===== src/rtl/mem_stage_pkg.sv =====
// Shared types for the MEM pipeline stage: EX/MEM and MEM/WB payloads,
// memory-op encodings, MEM FSM states and misaligned-access trap codes.
package mem_stage_pkg;

  typedef enum logic [3:0] {
    MEM_NONE = 4'd0,
    MEM_LB   = 4'd1,
    MEM_LH   = 4'd2,
    MEM_LW   = 4'd3,
    MEM_LBU  = 4'd4,
    MEM_LHU  = 4'd5,
    MEM_SB   = 4'd6,
    MEM_SH   = 4'd7,
    MEM_SW   = 4'd8
  } mem_op_t;

  typedef enum logic [2:0] {
    MEM_IDLE = 3'd0,
    MEM_REQ  = 3'd1,
    MEM_WAIT = 3'd2,
    MEM_DONE = 3'd3,
    MEM_DROP = 3'd4
  } mem_state_t;

  localparam logic [5:0] TRAP_CODE_LOAD_ADDR_MISALIGNED  = {1'b0, 5'd4};
  localparam logic [5:0] TRAP_CODE_STORE_ADDR_MISALIGNED = {1'b0, 5'd6};

  typedef struct packed {
    logic        valid;
    logic [31:0] pc;
    logic [31:0] alu_csr_result;
    logic [31:0] store_data;
    mem_op_t     mem_op;
    logic [4:0]  rd_addr;
    logic        trap_valid;
    logic [5:0]  trap_mcause;
    logic [31:0] trap_pc;
  } ex_mem_t;

  typedef struct packed {
    logic        valid;
    logic        stall;
    logic        flush;
    logic [31:0] pc;
    logic [31:0] result;
    logic [4:0]  rd_addr;
    logic        trap_valid;
    logic [5:0]  trap_mcause;
    logic [31:0] trap_pc;
  } mem_wb_t;

  function automatic logic mem_op_is_load(mem_op_t op);
    return (op == MEM_LB) || (op == MEM_LH) || (op == MEM_LW) ||
           (op == MEM_LBU) || (op == MEM_LHU);
  endfunction

  function automatic logic mem_op_is_store(mem_op_t op);
    return (op == MEM_SB) || (op == MEM_SH) || (op == MEM_SW);
  endfunction

endpackage


===== src/rtl/mem_stage_if.sv =====
// Data-memory bus between the MEM stage (master) and the memory (slave).
// One rvalid is returned for every granted request, loads and stores alike.
interface mem_stage_if;
  logic        dmem_req;
  logic        dmem_we;
  logic [31:0] dmem_addr;
  logic [3:0]  dmem_wstrb;
  logic [31:0] dmem_wdata;
  logic        dmem_gnt;
  logic        dmem_rvalid;
  logic [31:0] dmem_rdata;

  modport master (
    output dmem_req, dmem_we, dmem_addr, dmem_wstrb, dmem_wdata,
    input  dmem_gnt, dmem_rvalid, dmem_rdata
  );

  modport slave (
    input  dmem_req, dmem_we, dmem_addr, dmem_wstrb, dmem_wdata,
    output dmem_gnt, dmem_rvalid, dmem_rdata
  );
endinterface


===== src/rtl/mem_lsu_align.sv =====
// Byte-lane formatting for the data bus: store strobes/replicated data,
// load lane extraction with sign/zero extension, misalignment detection.
module mem_lsu_align
  import mem_stage_pkg::*;
(
  input  mem_op_t     mem_op_i,
  input  logic [1:0]  addr_lo_i,
  input  logic [31:0] store_data_i,
  input  logic [31:0] rdata_i,
  output logic [3:0]  wstrb_o,
  output logic [31:0] wdata_o,
  output logic [31:0] load_data_o,
  output logic        misaligned_o
);

  logic [7:0]  byte_sel;
  logic [15:0] half_sel;

  // pick the addressed byte and half-word lanes out of the read word
  always_comb begin
    byte_sel = rdata_i[7:0];
    case (addr_lo_i)
      2'd0: byte_sel = rdata_i[7:0];
      2'd1: byte_sel = rdata_i[15:8];
      2'd2: byte_sel = rdata_i[23:16];
      2'd3: byte_sel = rdata_i[31:24];
      default: byte_sel = rdata_i[7:0];
    endcase
    half_sel = addr_lo_i[1] ? rdata_i[31:16] : rdata_i[15:0];
  end

  // per-op strobes, write data, load extension and alignment check
  always_comb begin
    wstrb_o      = 4'b0000;
    wdata_o      = store_data_i;
    load_data_o  = rdata_i;
    misaligned_o = 1'b0;
    case (mem_op_i)
      MEM_LB:  load_data_o = {{24{byte_sel[7]}}, byte_sel};
      MEM_LBU: load_data_o = {24'd0, byte_sel};
      MEM_LH: begin
        load_data_o  = {{16{half_sel[15]}}, half_sel};
        misaligned_o = addr_lo_i[0];
      end
      MEM_LHU: begin
        load_data_o  = {16'd0, half_sel};
        misaligned_o = addr_lo_i[0];
      end
      MEM_LW: misaligned_o = (addr_lo_i != 2'b00);
      MEM_SB: begin
        wstrb_o = 4'b0001 << addr_lo_i;
        wdata_o = {4{store_data_i[7:0]}};
      end
      MEM_SH: begin
        wstrb_o      = 4'b0011 << {addr_lo_i[1], 1'b0};
        wdata_o      = {2{store_data_i[15:0]}};
        misaligned_o = addr_lo_i[0];
      end
      MEM_SW: begin
        wstrb_o      = 4'b1111;
        misaligned_o = (addr_lo_i != 2'b00);
      end
      default: ;
    endcase
  end

endmodule


===== src/rtl/mem_stage.sv =====
// MEM pipeline stage: EX/MEM register, data-bus FSM, load result buffer,
// misaligned-access traps and the MEM/WB next-state payload.
//
// state | meaning
// IDLE  | no transaction outstanding; requests combinationally when needed
// REQ   | request presented but not yet granted; bus fields held
// WAIT  | granted, waiting for rvalid
// DONE  | response captured in rbuf while EX/MEM is stalled
// DROP  | instruction flushed after grant; swallow the stray response
module mem_stage
  import mem_stage_pkg::*;
#(
  parameter logic [31:0] RESET_PC = 32'h0000_0000
) (
  input  logic               clk_i,
  input  logic               rst_i,
  input  ex_mem_t            ex_pipeline_d_i,
  input  logic               ex_mem_stall_i,
  input  logic               ex_mem_flush_i,
  input  logic               mem_wb_stall_i,
  input  logic               mem_wb_flush_i,
  mem_stage_if.master        dmem,
  output logic               mem_busy_o,
  output logic [31:0]        mem_alu_csr_result_o,
  output logic [4:0]         mem_rd_addr_o,
  output logic               mem_trap_valid_o,
  output mem_wb_t            mem_pipeline_d_o
);

  ex_mem_t     ex_mem_q, ex_mem_d;
  mem_state_t  state_q, state_d;
  logic [31:0] rbuf_q, rbuf_d;

  logic [3:0]  lsu_wstrb;
  logic [31:0] lsu_wdata, lsu_load_data, lsu_rdata;
  logic        misaligned, is_load, is_store, acc, advance, mis_trap;
  logic        req, busy;

  assign is_load  = mem_op_is_load(ex_mem_q.mem_op);
  assign is_store = mem_op_is_store(ex_mem_q.mem_op);

  // once parked in DONE the bus may move on, so extract from the buffer
  assign lsu_rdata = (state_q == MEM_DONE) ? rbuf_q : dmem.dmem_rdata;

  mem_lsu_align u_align (
    .mem_op_i     (ex_mem_q.mem_op),
    .addr_lo_i    (ex_mem_q.alu_csr_result[1:0]),
    .store_data_i (ex_mem_q.store_data),
    .rdata_i      (lsu_rdata),
    .wstrb_o      (lsu_wstrb),
    .wdata_o      (lsu_wdata),
    .load_data_o  (lsu_load_data),
    .misaligned_o (misaligned)
  );

  assign acc = ex_mem_q.valid & ~ex_mem_q.trap_valid &
               (ex_mem_q.mem_op != MEM_NONE) & ~misaligned;
  assign advance  = ex_mem_flush_i | ~ex_mem_stall_i;
  assign mis_trap = ex_mem_q.valid & ~ex_mem_q.trap_valid & misaligned;

  // EX/MEM register next value: flush beats stall, stall holds
  always_comb begin
    ex_mem_d = ex_pipeline_d_i;
    if (ex_mem_flush_i) begin
      ex_mem_d            = ex_mem_q;
      ex_mem_d.valid      = 1'b0;
      ex_mem_d.trap_valid = 1'b0;
    end else if (ex_mem_stall_i) begin
      ex_mem_d = ex_mem_q;
    end
  end

  // bus FSM next state, request and busy
  always_comb begin
    state_d = state_q;
    rbuf_d  = rbuf_q;
    req     = 1'b0;
    busy    = 1'b0;
    case (state_q)
      MEM_IDLE: begin
        req  = acc;
        busy = acc;
        if (acc) begin
          // a grant coinciding with a flush still owes us a response
          if (dmem.dmem_gnt)       state_d = ex_mem_flush_i ? MEM_DROP : MEM_WAIT;
          else if (!ex_mem_flush_i) state_d = MEM_REQ;
        end
      end
      MEM_REQ: begin
        req  = ~ex_mem_flush_i;
        busy = 1'b1;
        if (ex_mem_flush_i)     state_d = MEM_IDLE;
        else if (dmem.dmem_gnt) state_d = MEM_WAIT;
      end
      MEM_WAIT: begin
        busy = ~dmem.dmem_rvalid;
        if (dmem.dmem_rvalid) begin
          if (advance) begin
            state_d = MEM_IDLE;
          end else begin
            rbuf_d  = dmem.dmem_rdata;
            state_d = MEM_DONE;
          end
        end else if (ex_mem_flush_i) begin
          state_d = MEM_DROP;
        end
      end
      MEM_DONE: begin
        if (advance) state_d = MEM_IDLE;
      end
      MEM_DROP: begin
        busy = ~dmem.dmem_rvalid;
        if (dmem.dmem_rvalid) state_d = MEM_IDLE;
      end
      default: state_d = MEM_IDLE;
    endcase
  end

  // state, response buffer and EX/MEM register
  always_ff @(posedge clk_i or posedge rst_i) begin
    if (rst_i) begin
      ex_mem_q         <= '0;
      ex_mem_q.pc      <= RESET_PC;
      ex_mem_q.trap_pc <= RESET_PC;
      state_q          <= MEM_IDLE;
      rbuf_q           <= '0;
    end else begin
      ex_mem_q <= ex_mem_d;
      state_q  <= state_d;
      rbuf_q   <= rbuf_d;
    end
  end

  assign dmem.dmem_req   = req;
  assign dmem.dmem_we    = req & is_store;
  assign dmem.dmem_addr  = {ex_mem_q.alu_csr_result[31:2], 2'b00};
  assign dmem.dmem_wstrb = req ? lsu_wstrb : 4'b0000;
  assign dmem.dmem_wdata = lsu_wdata;

  assign mem_busy_o           = busy;
  assign mem_alu_csr_result_o = ex_mem_q.alu_csr_result;
  assign mem_rd_addr_o        = ex_mem_q.valid ? ex_mem_q.rd_addr : 5'd0;
  assign mem_trap_valid_o     = ex_mem_q.valid & ex_mem_q.trap_valid;

  // MEM/WB payload; a carried EX trap wins over a local misalignment
  always_comb begin
    mem_pipeline_d_o            = '0;
    mem_pipeline_d_o.valid      = ex_mem_q.valid & ~busy;
    mem_pipeline_d_o.stall      = mem_wb_stall_i;
    mem_pipeline_d_o.flush      = mem_wb_flush_i;
    mem_pipeline_d_o.pc         = ex_mem_q.pc;
    mem_pipeline_d_o.result     = is_load ? lsu_load_data : ex_mem_q.alu_csr_result;
    mem_pipeline_d_o.rd_addr    = ex_mem_q.rd_addr;
    mem_pipeline_d_o.trap_valid = ex_mem_q.valid & (ex_mem_q.trap_valid | mis_trap);
    if (ex_mem_q.trap_valid) begin
      mem_pipeline_d_o.trap_mcause = ex_mem_q.trap_mcause;
      mem_pipeline_d_o.trap_pc     = ex_mem_q.trap_pc;
    end else begin
      mem_pipeline_d_o.trap_mcause = is_store ? TRAP_CODE_STORE_ADDR_MISALIGNED
                                              : TRAP_CODE_LOAD_ADDR_MISALIGNED;
      mem_pipeline_d_o.trap_pc     = ex_mem_q.pc;
    end
  end

endmodule


===== src/flat_wrapper.sv =====
// flat-port wrapper written by rule: the top's interface ports become plain ports
module mem_stage_flat import mem_stage_pkg::*;
#(
  parameter logic [31:0] RESET_PC = 32'h0000_0000
)
  (clk_i, rst_i, ex_pipeline_d_i, ex_mem_stall_i, ex_mem_flush_i, mem_wb_stall_i, mem_wb_flush_i, mem_busy_o, mem_alu_csr_result_o, mem_rd_addr_o, mem_trap_valid_o, mem_pipeline_d_o, dmem_dmem_req, dmem_dmem_we, dmem_dmem_addr, dmem_dmem_wstrb, dmem_dmem_wdata, dmem_dmem_gnt, dmem_dmem_rvalid, dmem_dmem_rdata);
  mem_stage_if dmem_i ();
  input  logic clk_i;
  input  logic rst_i;
  input  ex_mem_t ex_pipeline_d_i;
  input  logic ex_mem_stall_i;
  input  logic ex_mem_flush_i;
  input  logic mem_wb_stall_i;
  input  logic mem_wb_flush_i;
  output logic mem_busy_o;
  output logic [31:0] mem_alu_csr_result_o;
  output logic [4:0] mem_rd_addr_o;
  output logic mem_trap_valid_o;
  output mem_wb_t mem_pipeline_d_o;
  output wire logic [$bits(dmem_i.dmem_req)-1:0] dmem_dmem_req;
  output wire logic [$bits(dmem_i.dmem_we)-1:0] dmem_dmem_we;
  output wire logic [$bits(dmem_i.dmem_addr)-1:0] dmem_dmem_addr;
  output wire logic [$bits(dmem_i.dmem_wstrb)-1:0] dmem_dmem_wstrb;
  output wire logic [$bits(dmem_i.dmem_wdata)-1:0] dmem_dmem_wdata;
  input wire logic [$bits(dmem_i.dmem_gnt)-1:0] dmem_dmem_gnt;
  input wire logic [$bits(dmem_i.dmem_rvalid)-1:0] dmem_dmem_rvalid;
  input wire logic [$bits(dmem_i.dmem_rdata)-1:0] dmem_dmem_rdata;
  assign dmem_dmem_req = dmem_i.dmem_req;
  assign dmem_dmem_we = dmem_i.dmem_we;
  assign dmem_dmem_addr = dmem_i.dmem_addr;
  assign dmem_dmem_wstrb = dmem_i.dmem_wstrb;
  assign dmem_dmem_wdata = dmem_i.dmem_wdata;
  assign dmem_i.dmem_gnt = dmem_dmem_gnt;
  assign dmem_i.dmem_rvalid = dmem_dmem_rvalid;
  assign dmem_i.dmem_rdata = dmem_dmem_rdata;
  mem_stage #(.RESET_PC(RESET_PC)) u_core (.clk_i(clk_i), .rst_i(rst_i), .ex_pipeline_d_i(ex_pipeline_d_i), .ex_mem_stall_i(ex_mem_stall_i), .ex_mem_flush_i(ex_mem_flush_i), .mem_wb_stall_i(mem_wb_stall_i), .mem_wb_flush_i(mem_wb_flush_i), .dmem(dmem_i), .mem_busy_o(mem_busy_o), .mem_alu_csr_result_o(mem_alu_csr_result_o), .mem_rd_addr_o(mem_rd_addr_o), .mem_trap_valid_o(mem_trap_valid_o), .mem_pipeline_d_o(mem_pipeline_d_o));
endmodule

===== config.mk =====
export PLATFORM = sky130hd
export DESIGN_NAME = mem_stage_flat
export DESIGN_NICKNAME = d
export VERILOG_FILES = /design/src/rtl/mem_stage_pkg.sv /design/src/rtl/mem_stage_if.sv /design/src/rtl/mem_lsu_align.sv /design/src/rtl/mem_stage.sv /design/src/flat_wrapper.sv
export SDC_FILE = /design/constraint.sdc
export NUM_CORES = 1
export LEC_CHECK = 0
export BUFFER_PORTS_ARGS = -buffer_cell sky130_fd_sc_hd__buf_2
export CAP_MARGIN = 10
export CELL_PAD_IN_SITES_DETAIL_PLACEMENT = 1
export CELL_PAD_IN_SITES_GLOBAL_PLACEMENT = 1
export CORE_MARGIN = 3
export CORE_UTILIZATION = 34
export CTS_BUF_LIST = sky130_fd_sc_hd__clkbuf_16
export DETAILED_ROUTE_END_ITERATION = 6
export PLACE_DENSITY_LB_ADDON = 0.1
export SKIP_LAST_GASP = 1
export SLEW_MARGIN = 5
export SYNTH_ARGS = -nofsm -noshare
export SYNTH_HDL_FRONTEND = slang
export SYNTH_SLANG_ARGS = --single-unit

===== constraint.sdc =====
create_clock -name clk_i -period 5.3 [get_ports clk_i]
set_clock_uncertainty 0.1 [all_clocks]
set_input_delay 0.265 -clock clk_i [delete_from_list [all_inputs] [get_ports clk_i]]
set_output_delay 0.265 -clock clk_i [all_outputs]
set_load 0.01 [all_outputs]

==> flow_results.xml <==
<?xml version="1.0" encoding="UTF-8"?>
<metrics>
  <group name="route">
    <metric name="drc" unit="">0</metric>
    <metric name="dr.pass1.iters" unit="">4</metric>
    <metric name="totalWireLength" unit="mm">36.5</metric>
    <metric name="remaining_antenna_violation_count" unit="">0</metric>
    <metric name="avgViaCountPerCell" unit="">4.83</metric>
    <metric name="detailedRoute.firstIterationViolations" unit="">353</metric>
    <metric name="route.detailed.wl_per_inst" unit="um">20.6</metric>
    <metric name="vias" unit="">8542</metric>
  </group>
  <group name="floorplan">
    <metric name="dieHeight" unit="um">179</metric>
    <metric name="placementRows" unit="">62</metric>
    <metric name="die_w" unit="um">179</metric>
    <metric name="die_area" unit="mm^2">0.0321</metric>
    <metric name="coreArea" unit="mm^2">0.0292</metric>
    <metric name="floorplan.io_pins" unit="">405</metric>
    <metric name="initial_core_util" unit="%">35.0</metric>
  </group>
  <group name="timing">
    <metric name="slew_headroom" unit="%">27.8</metric>
    <metric name="setup_repair_after_global_routing_missed_its_margin" unit="">no</metric>
    <metric name="fin_tns_setup" unit="ns">0</metric>
    <metric name="hold_viol_final" unit="">0</metric>
    <metric name="setup_viol" unit="">0</metric>
    <metric name="final.min_clock_period" unit="ns">3.73</metric>
    <metric name="timing.hold.ws" unit="ns">0.0148</metric>
    <metric name="max_freq" unit="MHz">268</metric>
    <metric name="worstMarginPinSlew" unit="ns">1.08</metric>
    <metric name="layout_worst_path_cycle_share" unit="%">70.3</metric>
    <metric name="final-max-slew-violation-count" unit="">0</metric>
  </group>
  <group name="critical_path">
    <metric name="worstPathArrival" unit="ns">3.36</metric>
    <metric name="nature_of_the_critical_path_startpoint" unit="">flop</metric>
    <metric name="critPathMaxFanout" unit="">21</metric>
    <metric name="timing.critical_path.slowest_stage_cell" unit="">sky130_fd_sc_hd__and3b_1</metric>
    <metric name="timing.critical_path.cells" unit="">and3b_1, mux4_2, o21ai_1, a21oi_1, a311oi_1, buf_2</metric>
    <metric name="critical_path_buf_inv_count" unit="">1</metric>
    <metric name="critical-path-max-stage-delay" unit="ns">0.79</metric>
    <metric name="timing.critical_path.to_type" unit="">output port</metric>
    <metric name="critPathKind" unit="">flop to output port</metric>
    <metric name="cp_data_required_time" unit="ns">4.93</metric>
    <metric name="worst_path_dominant_cell_family" unit="">simple AND/OR/NAND/NOR gates</metric>
  </group>
  <group name="cts">
    <metric name="worst_skew_pair.late_latency" unit="ns">0.43</metric>
    <metric name="worst_setup_hold_path_clk_slew" unit="ns">0.09</metric>
    <metric name="htree_num_levels" unit="">4</metric>
    <metric name="cts_hold_buffers" unit="">175</metric>
    <metric name="numClockSinks" unit="">180</metric>
    <metric name="cts_repair_resize_count" unit="">0</metric>
    <metric name="cts_inserted_buffers" unit="">17</metric>
    <metric name="clock-root-buffer" unit="">sky130_fd_sc_hd__clkbuf_16</metric>
    <metric name="tritoncts_clock_tree" unit="">done</metric>
    <metric name="cts_setup_buffers" unit="">0</metric>
    <metric name="clock_path_buffers" unit="">2</metric>
  </group>
  <group name="global_route">
    <metric name="grt_pass1_wl" unit="mm">54.2</metric>
    <metric name="tot_gr_track_use" unit="%">22.1</metric>
    <metric name="grt_pass1_vias" unit="">9195</metric>
    <metric name="grt_remaining_overflow" unit="">0</metric>
    <metric name="grt_start_max_net_pins" unit="">72</metric>
    <metric name="antenna_found_initial" unit="">2</metric>
  </group>
  <group name="power">
    <metric name="switching_share" unit="%">36.0</metric>
    <metric name="power.density" unit="mW/mm^2">342</metric>
    <metric name="ir_drop" unit="mV">0.173</metric>
    <metric name="p_int" unit="W">0.00306</metric>
    <metric name="leakagePower" unit="nW">6.66</metric>
    <metric name="clock_power_share" unit="%">26.9</metric>
    <metric name="seqPwrFrac" unit="%">40.2</metric>
    <metric name="p_switching" unit="W">0.00172</metric>
    <metric name="share_comb_of_total_power" unit="%">32.9</metric>
  </group>
  <group name="placement">
    <metric name="place_congestion" unit="">0.826</metric>
    <metric name="io_buffer_count" unit="">398</metric>
    <metric name="post-dp-hpwl" unit="mm">26.2</metric>
  </group>
  <group name="logic_synthesis">
    <metric name="syn_area" unit="mm^2">0.0102</metric>
    <metric name="synth.area.top_cells" unit="">sky130_fd_sc_hd__dfrtp_1 (44%), sky130_fd_sc_hd__mux2_2 (19%), sky130_fd_sc_hd__buf_4 (8.5%)</metric>
    <metric name="synth_enable_flop_cells" unit="">0</metric>
    <metric name="synth-seq-area-share" unit="%">44.2</metric>
    <metric name="netlist.top_cell.by_area" unit="">sky130_fd_sc_hd__dfrtp_1</metric>
    <metric name="synthDistinctLibCells" unit="">55</metric>
    <metric name="synth_top_area_share" unit="%">44.2</metric>
    <metric name="ys.warnings.count" unit="">0</metric>
    <metric name="most_used_dff_post_synth" unit="">sky130_fd_sc_hd__dfrtp_1</metric>
    <metric name="syn-mean-instance-area" unit="um^2">10.8</metric>
    <metric name="postSynthRegisterBits" unit="">180</metric>
    <metric name="synth-async-reset-ratio" unit="%">100</metric>
    <metric name="synthesis.instances" unit="">942</metric>
  </group>
  <group name="final_layout">
    <metric name="final_layout_size_suffix_gt1_share" unit="%">46.3</metric>
    <metric name="design.final.nets" unit="">1556</metric>
    <metric name="syn2layout_area_growth" unit="%">36.8</metric>
  </group>
  <group name="run">
    <metric name="max_cap_viol_count" unit="">0</metric>
  </group>
  <group name="hold_path">
    <metric name="timing.hold.worst.class" unit="">primary input to flop</metric>
  </group>
  <group name="outcome">
    <metric name="status" unit="">finished, final reports clean</metric>
  </group>
</metrics>
power groups by stage:
stage	sequential, W	combinational [W]	clock, W
5_1_grt	0.00197	0.00172	0.00138
2_1_floorplan	0.00182	0.00114	0
4_1_cts	0.00192	0.00159	0.00133
3_5_place_dp	0.00195	0.00147	0
6_report	0.00192	0.00157	0.00129
3_3_place_gp	0.00194	0.00146	0
metrics by stage:
step	area (um^2)	instances	setup WS, ns	util, %	power [W]
6_report	14000	1770	1.57	47.9	0.00478
5_1_grt	14000	1770	1.34	47.9	0.00508
4_1_cts	14000	1768	1.55	47.8	0.00484
3_5_place_dp	11600	1561	2.03	39.8	0.00342
3_3_place_gp	11600	1561	2.13	39.8	0.00339
2_1_floorplan	10200	943	0.0480	-	0.00296
cell families after synthesis:
logic type | share of synthesized area [%]
multiplexers | 27.2
AND/OR/NAND/NOR | 10.2
flip-flops | 44.2
buffers and inverters | 11.5
AO/OA/AOI/OAI | 6.73
XOR/XNOR | 0.172
other | 0.0368
path summary, 6_finish.rpt:
path	startpoint	end	slack, ns	depth (start not counted)
setup / recovery	u_core.state_q[0]	mem_pipeline_d_o[53]	1.57	6
hold / removal	ex_pipeline_d_i[38]	u_core.ex_mem_q[38]	0.01	3
setup reg to reg	u_core.state_q[2]	u_core.rbuf_q[29]	2.68	4
hold reg to reg	u_core.rbuf_q[0]	u_core.rbuf_q[0]	0.39	1
max in group asynchronous	rst_i	u_core.rbuf_q[25]	3.50	4
min in group asynchronous	rst_i	u_core.mem_pipeline_d_o[98]	0.35	3
worst min-delay path: stages:
cell                      delay, ns
sky130_fd_sc_hd__buf_2         0.09
sky130_fd_sc_hd__mux2i_1       0.05
sky130_fd_sc_hd__nor2_1        0.09
flip-flops by register name, summed over array words and instances (netlist names):
register,cells
u_core.mem_pipeline_d_o,37
u_core.mem_alu_csr_result_o,32
u_core.rbuf_q,32
u_core.ex_mem_q,76
u_core.state_q,3
cell type report:
cell class | instances | area [um^2]
fillers | 3338 | 15200
multi-input cells | 583 | 4550
flip-flops and latches | 180 | 4510
repair buffers | 580 | 3800
well taps | 384 | 480
clock buffers | 17 | 425
clock inverters | 15 | 159
inverters | 9 | 41.3
diodes | 2 | 5.00
metal layers:
metal / vias up / GRT usage [%] / share of wire, %
met5: - / 0 / 0
met4: 0 / 5.06 / 1.3
met3: 30 / 5.51 / 6.6
met2: 275 / 39.7 / 51
met1: 4247 / 26.7 / 41
li1: 3990 / - / -
synth_stat cells (all sizes together) (2+ instances only):
| cell | count |
|---|---|
| xnor2 | 2 |
| mux2 | 212 |
| o21ai | 22 |
| nor3 | 14 |
| nand2 | 113 |
| a211oi | 3 |
| clkbuf | 25 |
| mux2i | 32 |
| a32oi | 2 |
| a311oi | 3 |
| a222oi | 3 |
| a31oi | 5 |
| or2 | 2 |
| dfrtp | 180 |
| nor2 | 67 |
| a21oi | 46 |
| and2 | 11 |
| inv | 9 |
| a21boi | 2 |
| a221oi | 4 |
| nand2b | 8 |
| or3b | 2 |
| buf | 146 |
| nand3b | 3 |
| mux4 | 3 |
| o41ai | 3 |
| nor2b | 4 |
| or3 | 2 |
layout by cell type, fill, tap and decap left out, types with 6 or more instances in the layout:
| cell | synthesis | routed |
|---|---|---|
| sky130_fd_sc_hd__a21oi_1 | 36 | 36 |
| sky130_fd_sc_hd__a21oi_2 | 10 | 10 |
| sky130_fd_sc_hd__and2_1 | 11 | 11 |
| sky130_fd_sc_hd__buf_2 | 26 | 398 |
| sky130_fd_sc_hd__buf_4 | 115 | 7 |
| sky130_fd_sc_hd__clkbuf_16 | 0 | 17 |
| sky130_fd_sc_hd__dfrtp_1 | 180 | 179 |
| sky130_fd_sc_hd__dlygate4sd3_1 | 0 | 175 |
| sky130_fd_sc_hd__inv_1 | 8 | 7 |
| sky130_fd_sc_hd__inv_6 | 0 | 6 |
| sky130_fd_sc_hd__mux2_1 | 36 | 36 |
| sky130_fd_sc_hd__mux2_2 | 176 | 176 |
| sky130_fd_sc_hd__mux2i_1 | 32 | 32 |
| sky130_fd_sc_hd__nand2_1 | 113 | 113 |
| sky130_fd_sc_hd__nand2b_1 | 8 | 8 |
| sky130_fd_sc_hd__nor2_1 | 64 | 63 |
| sky130_fd_sc_hd__nor3_1 | 12 | 12 |
| sky130_fd_sc_hd__o21ai_0 | 9 | 9 |
| sky130_fd_sc_hd__o21ai_1 | 13 | 13 |
(Power assumes the default switching activity.)
